`config.mk`:
```
export PLATFORM = sky130hd
export DESIGN_NAME = q_proj_reader
export DESIGN_NICKNAME = d
export VERILOG_FILES = /design/src/rtl/q_proj_reader.sv
export SDC_FILE = /design/constraint.sdc
export NUM_CORES = 1
export LEC_CHECK = 0
export ABC_AREA = 1
export CORE_MARGIN = 2
export CORE_UTILIZATION = 41
export CTS_BUF_LIST = sky130_fd_sc_hd__clkbuf_16
export CTS_CLUSTER_SIZE = 10
export DETAILED_ROUTE_END_ITERATION = 12
export DONT_BUFFER_PORTS = 1
export PLACE_DENSITY = 0.6
export RECOVER_POWER = 50
export REMOVE_ABC_BUFFERS = 1
export SYNTH_ARGS = -nofsm -noshare
export SYNTH_HDL_FRONTEND = slang
export SYNTH_SLANG_ARGS = --single-unit
```
`constraint.sdc`:
```
create_clock -name clk -period 2.2 [get_ports clk]
set_input_delay 0.22 -clock clk [delete_from_list [all_inputs] [get_ports clk]]
set_output_delay 0.22 -clock clk [all_outputs]
set_load 0.005 [all_outputs]
```
`src/rtl/q_proj_reader.sv`:
```
// Readout sequencer for the Q_PROJECTION result buffer: walks addresses 0..DEPTH-1
// through a registered-read memory onto a valid/ready stream. Q_READ_PARITY_EN adds out_par.
module q_proj_reader #(
    parameter int DEPTH  = 7,
    parameter int DATA_W = 8,
    parameter int ADDR_W = (DEPTH > 1) ? $clog2(DEPTH) : 1
) (
    input  logic              clk,
    input  logic              rst,
    input  logic              start,
    output logic              rd_en,
    output logic [ADDR_W-1:0] rd_addr,
    input  logic [DATA_W-1:0] rd_data,
    output logic [DATA_W-1:0] out_data,
    output logic              out_valid,
    input  logic              out_ready,
    output logic              out_par,
    output logic              busy,
    output logic              done
);

    typedef enum logic [2:0] {IDLE, READ, WAIT, SEND, DONE} state_t;

    localparam logic [ADDR_W-1:0] LAST = ADDR_W'(DEPTH - 1);

    state_t state;

    // rd_addr doubles as the word counter; it is only advanced on a non-final handshake.
    always_ff @(posedge clk or posedge rst) begin
        if (rst) begin
            state     <= IDLE;
            rd_en     <= 1'b0;
            rd_addr   <= '0;
            out_data  <= '0;
            out_valid <= 1'b0;
            busy      <= 1'b0;
            done      <= 1'b0;
        end else begin
            case (state)
                IDLE: begin
                    if (start) begin
                        state   <= READ;
                        rd_en   <= 1'b1;
                        rd_addr <= '0;
                        busy    <= 1'b1;
                    end
                end
                READ: begin
                    rd_en <= 1'b0;
                    state <= WAIT;
                end
                WAIT: begin
                    out_data  <= rd_data;
                    out_valid <= 1'b1;
                    state     <= SEND;
                end
                SEND: begin
                    if (out_ready) begin
                        out_valid <= 1'b0;
                        if (rd_addr == LAST) begin
                            state <= DONE;
                            done  <= 1'b1;
                        end else begin
                            rd_addr <= rd_addr + 1'b1;
                            rd_en   <= 1'b1;
                            state   <= READ;
                        end
                    end
                end
                DONE: begin
                    done  <= 1'b0;
                    busy  <= 1'b0;
                    state <= IDLE;
                end
                default: state <= IDLE;
            endcase
        end
    end

`ifdef Q_READ_PARITY_EN
    // Captured alongside out_data so the pair carries even parity.
    always_ff @(posedge clk or posedge rst) begin
        if (rst)
            out_par <= 1'b0;
        else if (state == WAIT)
            out_par <= ^rd_data;
    end
`else
    assign out_par = 1'b0;
`endif

endmodule

```
# Yosys cells after proc, flatten, opt, wreduce, memory -nomap -nowiden
# Cells that the tools add are included.
[word_totals] ramBits=0 mem_bits_ro=0 n_memories=0 latchBits=0 register_bits=18
[op_classes] n_shift=0 n_addsub=1 order_cmp=0 multipliers=0 eq_ne=9 n_div=0 muxes=18 n_reduce_logical=12 bitwise_logic=0
[op_table] op="3-bit 2-to-1 mux" n=6
[op_table] op="3-bit one-hot mux with 4 select lines" n=1
[op_table] op="2-bit != test, second input constant" n=4
[op_table] op="4-bit AND reduction" n=2
[op_table] op="2-bit nonzero test" n=4
[op_table] op="3-bit by 2-bit == test with 1-bit output, second input constant" n=2
[op_table] op="3-bit == test, second input constant" n=2
[op_table] op="1-bit 2-to-1 mux" n=6
[op_table] op="1-bit one-hot mux with 2 select lines" n=3
[op_table] op="3-bit one-hot mux with 2 select lines" n=1
[op_table] op="2-bit AND reduction" n=3
[op_table] op="3-bit by 1-bit adder with 3-bit output, second input constant" n=1
[op_table] op="3-bit by 1-bit == test with 1-bit output, second input constant" n=1
[op_table] op="3-bit logical NOT" n=1
[op_table] op="1-bit one-hot mux with 3 select lines" n=1
[op_table] op="3-bit AND reduction" n=1
[op_table] op="3-bit nonzero test" n=1

# Depth between registers and ports, before layout
[depth] word_depth=4 depth_mapped=9

# Worst setup path after synthesis
# Ideal clock, no wire load.
[synth_timing] path_type="register to register" start="reg rd_addr[0]" end="reg rd_addr[0]" setup_time_ns=0.117 path_stages_with_launch=9 setup_slack_ns=1.066 synth_period_minus_slack_ns=1.134 arrival_ns=1.018 required_ns=2.083 path_cell_list="dfrtp_1 > inv_1 > ha_1 > nand2_1 > nand2_1 > nand2_2 > nand2_4 > nand2_1 > nand2_1"
[synth_via] elab_chain_cells=4 elab_cells_between_ends=7
[synth_rtl] item="from (decl)" line_no="12" text="output logic [ADDR_W-1:0] rd_addr,"
[synth_rtl] item="from (signal assigned)" line_no="64" text="rd_addr <= rd_addr + 1'b1;"
[synth_rtl] item="3-bit by 1-bit adder with 3-bit output" line_no="64"
[synth_rtl] item="3-bit 2-to-1 mux" line_no="60" text="if (rd_addr == LAST) begin"
[synth_rtl] item="3-bit 2-to-1 mux" line_no="58" text="if (out_ready) begin"
[synth_rtl] item="3-bit one-hot mux with 2 select lines" line_no="39" text="case (state)"
# Several ways; a longest one is shown, not always the timed one. The select of a mux whose other input is x is not followed.
# A chain may end at the register's enable or synchronous reset.

# Worst setup path after layout
[layout_timing] start="reg state[2]" end="reg done"
[layout_via] elab_chain_cells=3 elab_cells_between_ends=7
[layout_rtl] item="from (decl)" line_no="26" text="state_t state;"
[layout_rtl] item="from (signal assigned)" line_no="31" text="state <= IDLE;"
[layout_rtl] item="from (signal assigned)" line_no="42" text="state <= READ;"
[layout_rtl] item="from (signal assigned)" line_no="50" text="state <= WAIT;"
[layout_rtl] item="3-bit by 2-bit == test with 1-bit output or 3-bit == test (tied branches)" line_no="39"
[layout_rtl] item="2-bit != test (no line) or 2-bit nonzero test (tied branches)"
[layout_rtl] item="3-bit AND reduction (no line)"
[layout_rtl] item="to (signal assigned)" line_no="37" text="done <= 1'b0;"
[layout_rtl] item="to (signal assigned)" line_no="62" text="done <= 1'b1;"
[layout_rtl] item="to (signal assigned)" line_no="71" text="done <= 1'b0;"
[layout_rtl] item="to (decl)" line_no="19" text="output logic done"
# Several ways; a longest one is shown, not always the timed one.

==> metrics.yaml <==
run_status:
  status: "complete, no violations"
route:
  ant_nets: 0
  drtPass1Iterations: 4
  wire_per_inst_microns: 12.82
  drc: 0
  via_count: 637
  via_per_inst: 4.900
  drt_iter0_drc: 11
  drt-total-wl_mm: 1.666
clock_tree:
  insertion_delay_ns: 0.25
  clk_pin_slew_ns: 0.05
  numCtsBuffers: 3
  numClockSinks: 18
  cts_buffer_depth: 2
  cts_root_buffer: "clkbuf_16"
  tritoncts: "yes"
  htree_levels: 1
yosys:
  yosys.area.top_type_share_pct: 52.17
  synth-seq-cells: 18
  ys_seq_area_share_pct: 52.17
  synthTopCellsByArea: "dfrtp_1, nand2_1, nand3_1, nor2_1, ha_1"
  yosys.area.top_type: "dfrtp_1"
  netlist_area_sq_um: 863.3
  synth_cell_types: 20
  yosys_warnings: 0
  syn_avg_cell_area_sq_um: 8.382
  synth_cells: 103
sta:
  period_share_pct: 65.69
  relSlewSlack_pct: 55.92
  fin_crit_ns: 1.445
  holdWs_ns: 0.1095
  slew_viol_final: 0
  grt_setup_unrepaired: "no"
  worst_pin_slew_ns: 0.6604
  hold_viol_final: 0
  fmax_ghz: 0.6920
  setup_viol: 0
  skew_ns: 0.001371
  fin_tns_setup_ns: 0
min_path:
  worstHoldStart: "rd_data[7]"
  hp-class: "primary input to register"
global_routing:
  antenna_found_initial: 0
  grtUsageTotal_pct: 14.83
  grt.overflow.total: 0
  grt_pass1_wl_mm: 2.656
  grt_pass1_vias: 597
  grt_max_degree: 19
place:
  dp_hpwl_mm: 1.157
  portBuffers: 0
  dpl.cell_count: 126
  gp_congestion: 0.8167
floorplan:
  ios: 28
  start_util_pct: 43.56
  die_h_microns: 49.89
  dieArea_sq_um: 2489
  core_sq_um: 1982
  dieWidth_microns: 49.89
  rows: 16
setup_path:
  crit_path_end_kind: "register"
  crit_start: "state[2]$_DFFE_PP0P_"
  cpPeakStageDelay_ns: 0.40
  cp.arrival_ns: 1.62
  cp_max_fo: 15
  crit_type: "register to register"
  cpMaxStageDelayCell: "dfrtp_1"
  reg2reg_setup_slack_ns: 0.75
  required_ns: 2.38
  r2r-start: "state[2]$_DFFE_PP0P_"
  crit_chain: "inv_1, nand3_1, nor2_1, nand2_1, a21oi_1"
  cpLargestDelayFamily: "simple AND/OR/NAND/NOR gates"
  path_buf_inv: 1
  crit_path_start_kind: "register"
final_layout:
  postLayoutCoreUtil_pct: 47.79
  n_antenna_cell: 0
  drive_gt1_share_pct: 9.709
  final_nets: 119
  syn2layout_area_growth_pct: 9.710
  final_cells: 130
power:
  power.leakage_nw: 0.5028
  p_per_area_nw_per_um2: 1476
  max-vdd-ir-drop_v: 0.0006272
  total_power_mw: 1.398
job:
  drv_cap: 0
[synthesized netlist by cell type]
cell and instances:
o31ai_1 1, inv_1 6, o21ai_0 1, buf_2 1
conb_1 1, a21oi_1 2, inv_2 3, nor2_2 1
nor3_1 1, xnor2_1 1, buf_6 2, nand2_2 2
buf_4 1, nand2_4 1, nand2_1 35, nand3_1 16
dfrtp_1 18, nor2_4 1, nor2_1 7, ha_1 2
[worst paths after layout]
| kind | to | cells past startpoint |
|---|---|---|
| max reg2reg | done$_DFFE_PP0P_ | 5 |
| min in group asynchronous | out_data[0]$_DFFE_PP0P_ | 2 |
| min | out_data[7]$_DFFE_PP0P_ | 2 |
| max in group asynchronous | out_data[6]$_DFFE_PP0P_ | 2 |
| min reg2reg | out_data[3]$_DFFE_PP0P_ | 2 |
| max | done$_DFFE_PP0P_ | 5 |
[where the power goes]
group	switching, mW	internal (mW)	total (mW)
sequential	0.133	0.465	0.598
clock	0.118	0.239	0.357
combinational	0.289	0.154	0.443
total	0.540	0.858	1.40
[flip-flops by register name, summed over array words and instances, names as in the netlist]
register   flops
rd_en          1
state          3
out_data       8
out_valid      1
rd_addr        3
busy           1
done           1
[metrics by stage]
stage | cell area [sq um] | setup slack (ns)
after floorplan | 828.3 | 1.066
after global placement | 862.1 | 0.9656
after detailed placement | 862.1 | 0.9445
after CTS | 947.2 | 0.9337
after global routing | 947.2 | 0.5562
final | 947.2 | 0.7549
[kinds of logic (layout without fill, tap and decap cells)]
logic type               count (synthesis)  after routing  synth area share, %
buffers and inverters                   13             13                7.970
adder cells (fa/ha/maj)                  2              2                2.898
flip-flops                              18             18                52.17
XOR/XNOR                                 1              1                1.015
AND/OR/NAND/NOR                         64             64                32.90
AO/OA/AOI/OAI                            4              4                2.609
other                                    1              1               0.4344
[placed cells by master (no fill, tap or decap)]
| cell type | n |
|---|---|
| o31ai_1 | 1 |
| ha_1 | 2 |
| nor2_4 | 1 |
| nor2_2 | 1 |
| nor2_1 | 7 |
| dlygate4sd3_1 | 1 |
| conb_1 | 1 |
| inv_2 | 2 |
| inv_1 | 7 |
| o21ai_0 | 1 |
| clkbuf_16 | 3 |
| nand3_1 | 16 |
| a21oi_1 | 2 |
| nand2_1 | 35 |
| nor3_1 | 1 |
| xnor2_1 | 1 |
| nand2_2 | 2 |
| nand2_4 | 1 |
| dfrtp_1 | 18 |
[per-layer routing]
metal | global-route usage [%] | share of wire (%) | up-vias
met5 | 0 | 0 | -
met4 | 11.11 | 3.0 | 0
met3 | 3.939 | 6.8 | 4
met2 | 20.00 | 44 | 21
met1 | 20.08 | 46 | 292
li1 | - | - | 320
[layout make-up]
type	count	area, sq um
well taps	27	33.78
repair buffers	1	10.01
fillers	189	1035
inverters	9	33.78
flip-flops and latches	18	450.4
clock buffers	3	75.07
multi-input cells	72	344.1
[what timing repair did]
action / CTS / global route
gates resized for setup: 0 / 0
buffers inserted: 0 / 0
hold buffers: 1 / 0
hold endpoints to repair: 18 / 0
Power figures use the tool's default switching activity.
